<file path="src/rtl/ga23_pkg.sv">
// Shared types and helpers for the GA23 tile-ROM arbiter and its line cache.
package ga23_pkg;

  localparam int GA23_ROM_PORTS = 3;

  typedef logic [1:0]  ga23_port_t;
  typedef logic [21:0] ga23_rom_addr_t;
  typedef enum logic {ARB_IDLE, ARB_WAIT} ga23_arb_state_t;

  // Port index `step` places after `last`, modulo the port count (step is 1..3).
  function automatic ga23_port_t ga23_rr_next(input ga23_port_t last, input logic [1:0] step);
    logic [2:0] s;
    s = {1'b0, last} + {1'b0, step};
    if (s >= 3'd3) s = s - 3'd3;
    return s[1:0];
  endfunction

  function automatic logic [31:0] ga23_word_sel(input logic [63:0] line, input logic odd);
    return odd ? line[63:32] : line[31:0];
  endfunction

endpackage

</file>
<file path="src/rtl/ga23_rom_arbiter_if.sv">
// Bundle of the three tile-ROM request ports, the flush level and the SDRAM request channel.
interface ga23_rom_arbiter_if;
  import ga23_pkg::*;

  ga23_rom_addr_t addr_a, addr_b, addr_c;
  logic           req_a, req_b, req_c;
  logic [31:0]    data_a, data_b, data_c;
  logic           rdy_a, rdy_b, rdy_c;
  logic           flush;
  logic [24:0]    sdr_addr;
  logic           sdr_req;
  logic           sdr_rdy;
  logic [63:0]    sdr_data;

  modport slave (
    input  addr_a, addr_b, addr_c, req_a, req_b, req_c, flush, sdr_rdy, sdr_data,
    output data_a, data_b, data_c, rdy_a, rdy_b, rdy_c, sdr_addr, sdr_req
  );

  modport master (
    output addr_a, addr_b, addr_c, req_a, req_b, req_c, flush, sdr_rdy, sdr_data,
    input  data_a, data_b, data_c, rdy_a, rdy_b, rdy_c, sdr_addr, sdr_req
  );
endinterface

</file>
<file path="src/rtl/ga23_line_cache.sv">
// One 64-bit line per request port: tag/valid storage, hit compare and word select.
module ga23_line_cache
  import ga23_pkg::*;
#(
  parameter bit CACHE_EN = 1'b1
) (
  input  logic           clk,
  input  logic           reset_n,
  input  logic           i_flush,
  input  ga23_port_t     i_lk_port,
  input  ga23_rom_addr_t i_lk_addr,
  output logic           o_hit,
  output logic [31:0]    o_word,
  input  logic           i_fill,
  input  ga23_port_t     i_fill_port,
  input  ga23_rom_addr_t i_fill_addr,
  input  logic [63:0]    i_fill_line
);

  logic [GA23_ROM_PORTS-1:0] r_valid;
  logic [20:0]               r_tag  [GA23_ROM_PORTS];
  logic [63:0]               r_line [GA23_ROM_PORTS];

  // Flush wins over a fill on the same edge, so a line fetched across a flush is never kept.
  always_ff @(posedge clk or negedge reset_n) begin
    if (!reset_n) begin
      r_valid <= '0;
    end else if (i_flush) begin
      r_valid <= '0;
    end else if (i_fill && (CACHE_EN != 1'b0)) begin
      r_valid[i_fill_port] <= 1'b1;
    end
  end

  always_ff @(posedge clk) begin
    if (i_fill) begin
      r_tag[i_fill_port]  <= i_fill_addr[21:1];
      r_line[i_fill_port] <= i_fill_line;
    end
  end

  assign o_hit  = (CACHE_EN != 1'b0) && r_valid[i_lk_port] &&
                  (r_tag[i_lk_port] == i_lk_addr[21:1]);
  assign o_word = ga23_word_sel(r_line[i_lk_port], i_lk_addr[0]);

endmodule

</file>
<file path="src/rtl/ga23_rom_arbiter.sv">
// Round-robin arbiter of three toggle-handshake tile-ROM ports onto one 64-bit SDRAM channel.
module ga23_rom_arbiter
  import ga23_pkg::*;
#(
  parameter logic [24:0] ROM_BASE = 25'h0,
  parameter bit          CACHE_EN = 1'b1
) (
  input  logic               clk,
  input  logic               reset_n,
  ga23_rom_arbiter_if.slave  bus
);

  ga23_rom_addr_t            w_addr [GA23_ROM_PORTS];
  logic [GA23_ROM_PORTS-1:0] w_req;
  logic [GA23_ROM_PORTS-1:0] w_pend;
  ga23_port_t                w_gnt;
  logic                      w_any;
  logic                      w_hit;
  logic [31:0]               w_hit_word;
  logic                      w_done;
  logic                      w_fill;

  ga23_arb_state_t           r_state;
  ga23_port_t                r_last;
  ga23_port_t                r_gnt;
  ga23_rom_addr_t            r_addr;
  logic                      r_nocache;
  logic                      r_sdr_req;
  logic [24:0]               r_sdr_addr;
  logic [31:0]               r_data [GA23_ROM_PORTS];
  logic [GA23_ROM_PORTS-1:0] r_rdy;

  assign w_addr[0] = bus.addr_a;
  assign w_addr[1] = bus.addr_b;
  assign w_addr[2] = bus.addr_c;
  assign w_req     = {bus.req_c, bus.req_b, bus.req_a};
  assign w_pend    = w_req ^ r_rdy;

  // Scan starts one past the last granted port so every pending port is served within two grants.
  always_comb begin
    w_any = 1'b0;
    w_gnt = r_last;
    for (int k = 1; k <= 3; k++) begin
      if (!w_any && w_pend[ga23_rr_next(r_last, 2'(k))]) begin
        w_gnt = ga23_rr_next(r_last, 2'(k));
        w_any = 1'b1;
      end
    end
  end

  assign w_done = (r_state == ARB_WAIT) && (bus.sdr_rdy == r_sdr_req);
  assign w_fill = w_done && !r_nocache && !bus.flush;

  ga23_line_cache #(.CACHE_EN(CACHE_EN)) u_cache (
    .clk         (clk),
    .reset_n     (reset_n),
    .i_flush     (bus.flush),
    .i_lk_port   (w_gnt),
    .i_lk_addr   (w_addr[w_gnt]),
    .o_hit       (w_hit),
    .o_word      (w_hit_word),
    .i_fill      (w_fill),
    .i_fill_port (r_gnt),
    .i_fill_addr (r_addr),
    .i_fill_line (bus.sdr_data)
  );

  always_ff @(posedge clk or negedge reset_n) begin
    if (!reset_n) begin
      r_state    <= ARB_IDLE;
      r_last     <= 2'd2;
      r_gnt      <= 2'd0;
      r_addr     <= '0;
      r_nocache  <= 1'b0;
      r_sdr_req  <= 1'b0;
      r_sdr_addr <= '0;
      r_rdy      <= '0;
      for (int i = 0; i < GA23_ROM_PORTS; i++) r_data[i] <= '0;
    end else begin
      case (r_state)
        ARB_IDLE: begin
          if (w_any) begin
            if (w_hit) begin
              r_data[w_gnt] <= w_hit_word;
              r_rdy[w_gnt]  <= w_req[w_gnt];
              r_last        <= w_gnt;
            end else begin
              r_sdr_addr <= ROM_BASE + {1'b0, w_addr[w_gnt][21:1], 3'b000};
              r_sdr_req  <= ~r_sdr_req;
              r_gnt      <= w_gnt;
              r_addr     <= w_addr[w_gnt];
              r_nocache  <= bus.flush;
              r_state    <= ARB_WAIT;
            end
          end
        end
        ARB_WAIT: begin
          if (bus.flush) r_nocache <= 1'b1;
          if (w_done) begin
            r_data[r_gnt] <= ga23_word_sel(bus.sdr_data, r_addr[0]);
            r_rdy[r_gnt]  <= w_req[r_gnt];
            r_last        <= r_gnt;
            r_state       <= ARB_IDLE;
          end
        end
        default: r_state <= ARB_IDLE;
      endcase
    end
  end

  assign bus.data_a   = r_data[0];
  assign bus.data_b   = r_data[1];
  assign bus.data_c   = r_data[2];
  assign bus.rdy_a    = r_rdy[0];
  assign bus.rdy_b    = r_rdy[1];
  assign bus.rdy_c    = r_rdy[2];
  assign bus.sdr_addr = r_sdr_addr;
  assign bus.sdr_req  = r_sdr_req;

endmodule

</file>
<file path="src/flat_wrapper.sv">
// flat-port wrapper written by rule: the top's interface ports become plain ports
module ga23_rom_arbiter_flat import ga23_pkg::*;
#(
  parameter logic [24:0] ROM_BASE = 25'h0,
  parameter bit          CACHE_EN = 1'b1
)
  (clk, reset_n, bus_addr_a, bus_addr_b, bus_addr_c, bus_req_a, bus_req_b, bus_req_c, bus_flush, bus_sdr_rdy, bus_sdr_data, bus_data_a, bus_data_b, bus_data_c, bus_rdy_a, bus_rdy_b, bus_rdy_c, bus_sdr_addr, bus_sdr_req);
  ga23_rom_arbiter_if bus_i ();
  input  logic clk;
  input  logic reset_n;
  input wire logic [$bits(bus_i.addr_a)-1:0] bus_addr_a;
  input wire logic [$bits(bus_i.addr_b)-1:0] bus_addr_b;
  input wire logic [$bits(bus_i.addr_c)-1:0] bus_addr_c;
  input wire logic [$bits(bus_i.req_a)-1:0] bus_req_a;
  input wire logic [$bits(bus_i.req_b)-1:0] bus_req_b;
  input wire logic [$bits(bus_i.req_c)-1:0] bus_req_c;
  input wire logic [$bits(bus_i.flush)-1:0] bus_flush;
  input wire logic [$bits(bus_i.sdr_rdy)-1:0] bus_sdr_rdy;
  input wire logic [$bits(bus_i.sdr_data)-1:0] bus_sdr_data;
  output wire logic [$bits(bus_i.data_a)-1:0] bus_data_a;
  output wire logic [$bits(bus_i.data_b)-1:0] bus_data_b;
  output wire logic [$bits(bus_i.data_c)-1:0] bus_data_c;
  output wire logic [$bits(bus_i.rdy_a)-1:0] bus_rdy_a;
  output wire logic [$bits(bus_i.rdy_b)-1:0] bus_rdy_b;
  output wire logic [$bits(bus_i.rdy_c)-1:0] bus_rdy_c;
  output wire logic [$bits(bus_i.sdr_addr)-1:0] bus_sdr_addr;
  output wire logic [$bits(bus_i.sdr_req)-1:0] bus_sdr_req;
  assign bus_i.addr_a = bus_addr_a;
  assign bus_i.addr_b = bus_addr_b;
  assign bus_i.addr_c = bus_addr_c;
  assign bus_i.req_a = bus_req_a;
  assign bus_i.req_b = bus_req_b;
  assign bus_i.req_c = bus_req_c;
  assign bus_i.flush = bus_flush;
  assign bus_i.sdr_rdy = bus_sdr_rdy;
  assign bus_i.sdr_data = bus_sdr_data;
  assign bus_data_a = bus_i.data_a;
  assign bus_data_b = bus_i.data_b;
  assign bus_data_c = bus_i.data_c;
  assign bus_rdy_a = bus_i.rdy_a;
  assign bus_rdy_b = bus_i.rdy_b;
  assign bus_rdy_c = bus_i.rdy_c;
  assign bus_sdr_addr = bus_i.sdr_addr;
  assign bus_sdr_req = bus_i.sdr_req;
  ga23_rom_arbiter #(.ROM_BASE(ROM_BASE), .CACHE_EN(CACHE_EN)) u_core (.clk(clk), .reset_n(reset_n), .bus(bus_i));
endmodule
</file>
<file path="config.mk">
export PLATFORM = sky130hd
export DESIGN_NAME = ga23_rom_arbiter_flat
export DESIGN_NICKNAME = d
export VERILOG_FILES = /design/src/rtl/ga23_pkg.sv /design/src/rtl/ga23_rom_arbiter_if.sv /design/src/rtl/ga23_line_cache.sv /design/src/rtl/ga23_rom_arbiter.sv /design/src/flat_wrapper.sv
export SDC_FILE = /design/constraint.sdc
export NUM_CORES = 1
export LEC_CHECK = 0
export CAP_MARGIN = 20
export CORE_MARGIN = 2
export CORE_UTILIZATION = 40
export DETAILED_ROUTE_END_ITERATION = 16
export GPL_TIMING_DRIVEN = 0
export HOLD_SLACK_MARGIN = 0.08
export SYNTH_ARGS = -nofsm -noshare
export SYNTH_HDL_FRONTEND = slang
export SYNTH_SLANG_ARGS = --single-unit
</file>
<file path="constraint.sdc">
create_clock -name clk -period 7.1 [get_ports clk]
set_clock_uncertainty 0.1 [all_clocks]
set_input_delay 1.42 -clock clk [delete_from_list [all_inputs] [get_ports clk]]
set_output_delay 1.42 -clock clk [all_outputs]
set_load 0.03 [all_outputs]
</file>
==> results.json <==
{
  "status": "finished clean",
  "worstSetupPathType": "input port to flip-flop",
  "finalCritPeriodShare_pct": 69.7,
  "total_power_mw": 11.1,
  "leakage_nw": 8.00,
  "die_y_um": 209,
  "antenna_cells": 0,
  "cp-end-kind": "flip-flop",
  "yosysWarnings": 0,
  "cp_data_arrival_time_ps": 5270,
  "rsz0062_at_grt": "false",
  "synth_seq_cells": 386,
  "drtIter0Drc": 1035,
  "grt_max_degree": 87,
  "io_pins": 262,
  "drive_above_1_share_pct": 11.1,
  "routed_wl_um": 51300,
  "slew_violations": 0,
  "firstDrtPassIters": 6,
  "io_buffers": 257,
  "setup_viol": 0,
  "ys.flop_type": "edfxtp_1",
  "avgSynthCellArea_um2": 14.6,
  "p_comb_share_pct": 51.0,
  "yosysSeqAreaShare_pct": 64.9,
  "dpl-instance-area_mm2": 0.0204,
  "coreArea_mm2": 0.0418,
  "max_slew_margin_pct": 28.2,
  "wl_per_cell_um": 25.1,
  "synth_edf_count": 255,
  "yosysMostFrequentCell": "edfxtp_1",
  "ctsResizeCount": 0,
  "grt_overflow": 0,
  "period_needed_ps": 4950,
  "die_area_mm2": 0.0438,
  "fp-row-count": 75,
  "p_sw_mw": 4.62,
  "root_buffer": "clkbuf_16",
  "path_max_fanout": 10,
  "grt_pass1_vias": 11700,
  "tightest_slew_ps": 1080,
  "synth_area_leaders": "edfxtp_1, dfrtp_1, mux2i_1",
  "antenna_found_initial": 2,
  "synthArstFlopShare_pct": 33.9,
  "p_clk_share_pct": 19.8,
  "tns_ps": 0,
  "p_per_area_mw_per_mm2": 510,
  "yosys.area.top_type": "edfxtp_1",
  "syn_inst": 1155,
  "min_from": "u_core.bus.data_c[6]",
  "worstHoldPathType": "flip-flop to flip-flop",
  "grt_use_total_pct": 23.1,
  "area_growth_pct": 29.2,
  "cts.sinks": 386,
  "netlist.area_leader.share_pct": 45.4,
  "synth.cell_area_mm2": 0.0168,
  "hold_violations": 0,
  "fmax_mhz": 202,
  "ant_nets": 0,
  "r2r_start": "u_core.r_last[1]",
  "crit_required_ps": 7420,
  "cts_tree": "done",
  "p_sw_share_pct": 41.6,
  "p_int_mw": 6.49,
  "cts_buffers": 43,
  "synth_cell_type_count": 68,
  "clockBufferDepth": 3,
  "fin_ws_ps": 2150,
  "worst_skew_pair.late_latency_ps": 550,
  "die_x_um": 209,
  "yosys-top-cells-count": "edfxtp_1, mux2i_1, dfrtp_1",
  "gp_congestion": 0.807,
  "start_kind": "input port",
  "path_clk_slew_ps": 60,
  "htreeDepth": 2,
  "utilization_pct": 52.1,
  "drc": 0,
  "vias_per_cell": 5.66,
  "fin_nets": 1610,
  "dp_hpwl_um": 35400,
  "initial_utilization_pct": 40.3,
  "post_cts_buffers": 0,
  "vias": 11600,
  "pwr-share-seq_pct": 29.1,
  "drv_cap": 0,
  "crit_start": "bus_req_c",
  "place_ws_ps": 1600,
  "grt_pass1_wl_um": 74800,
  "ir_drop_mv": 0.342,
  "cts_hold_buf": 0,
  "design_area_mm2": 0.0218
}
==> layout make-up <==
| type | count | area (um2) |
|---|---|---|
| repair buffers | 267 | 2810 |
| fillers | 3575 | 20000 |
| well taps | 539 | 674 |
| clock inverters | 20 | 195 |
| flip-flops and latches | 386 | 10900 |
| plain buffers | 106 | 688 |
| inverters | 18 | 67.6 |
| multi-input cells | 648 | 5190 |
| clock buffers | 60 | 1210 |
==> cell usage in the layout, fill, tap and decap left out, types with 15 or more instances in the layout <==
cell	instances
nor2_1	19
nand2_1	53
edfxtp_1	255
mux2i_1	154
dfrtp_1	130
a21oi_1	15
xnor2_1	34
clkdlybuf4s50_1	256
xor2_1	21
a32o_1	100
buf_6	20
buf_4	35
o21ai_0	27
clkbuf_1	48
o22ai_1	102
inv_1	17
mux2_1	18
clkbuf_16	44
==> sequential cells by signal, indices dropped and copies added (netlist names) <==
name and flops:
u_core.u_cache.r_line 192, u_core.u_cache.r_tag 63, u_core.bus.data_a 32, u_core.bus.data_b 32, u_core.bus.data_c 32, u_core.r_addr 22
u_core.r_rdy 3, u_core.u_cache.r_valid 3, u_core.r_gnt 2, u_core.r_last 2, u_core.bus.sdr_req 1, u_core.r_nocache 1
u_core.r_state 1
==> power groups by stage <==
stage / clock network [mW] / logic (mW) / registers [mW]
after floorplan: 0 / 3.16 / 3.68
after global placement: 0 / 5.59 / 3.29
after detailed placement: 0 / 5.67 / 3.28
after CTS: 2.24 / 5.70 / 3.24
after global routing: 2.33 / 6.01 / 3.28
final: 2.20 / 5.67 / 3.24
==> through the flow <==
| step | std cells | hold WS (ps) |
|---|---|---|
| after global routing | 2044 | 438 |
| after CTS | 2044 | 417 |
| after global placement | 1954 | 397 |
| after floorplan | 1158 | 376 |
| after detailed placement | 1964 | 407 |
| final | 2044 | 419 |
==> worst max-delay path: stages <==
cell and delay (ps):
clkdlybuf4s50_1 490, xnor2_1 390, mux2i_1 200, a32o_1 240, buf_4 180, buf_4 200, nand2_1 90, xor2_1 250
a31oi_1 140, nor4_2 380, o211ai_2 280, nand2_2 340, buf_4 300, mux2_1 340
==> worst paths after layout <==
check | slack (ps) | to | cells after the start
setup / recovery | 2150 | u_core.r_addr[17] | 14
hold reg to reg | 420 | u_core.bus.data_c[6] | 1
max in group asynchronous | 5320 | u_core.bus.data_a[12] | 2
min in group asynchronous | 730 | u_core.bus.data_b[25] | 1
setup reg to reg | 2560 | u_core.r_addr[17] | 16
hold / removal | 420 | u_core.bus.data_c[6] | 1
==> cells by family after synthesis <==
family	share of synthesized area (%)
AOI/OAI and AO/OA	12.6
xor gates and xnor gates	2.86
adders and majority gates	0.223
buffers and inverters	4.49
DFF	64.9
muxes	10.7
other	0.0223
and+or+nand+nor	4.20
==> per-layer routing <==
| layer | up-vias | routed length, um | part of all wire [%] | GRT usage, % |
|---|---|---|---|---|
| li1 | 5183 | - | - | - |
| met1 | 5876 | 23200 | 45 | 33.1 |
| met2 | 438 | 23900 | 47 | 37.0 |
| met3 | 65 | 3170 | 6.2 | 3.52 |
| met4 | 4 | 999 | 1.9 | 5.99 |
| met5 | - | 22 | 0.043 | 0 |
No activity file was read; power rests on OpenSTA's default activity.
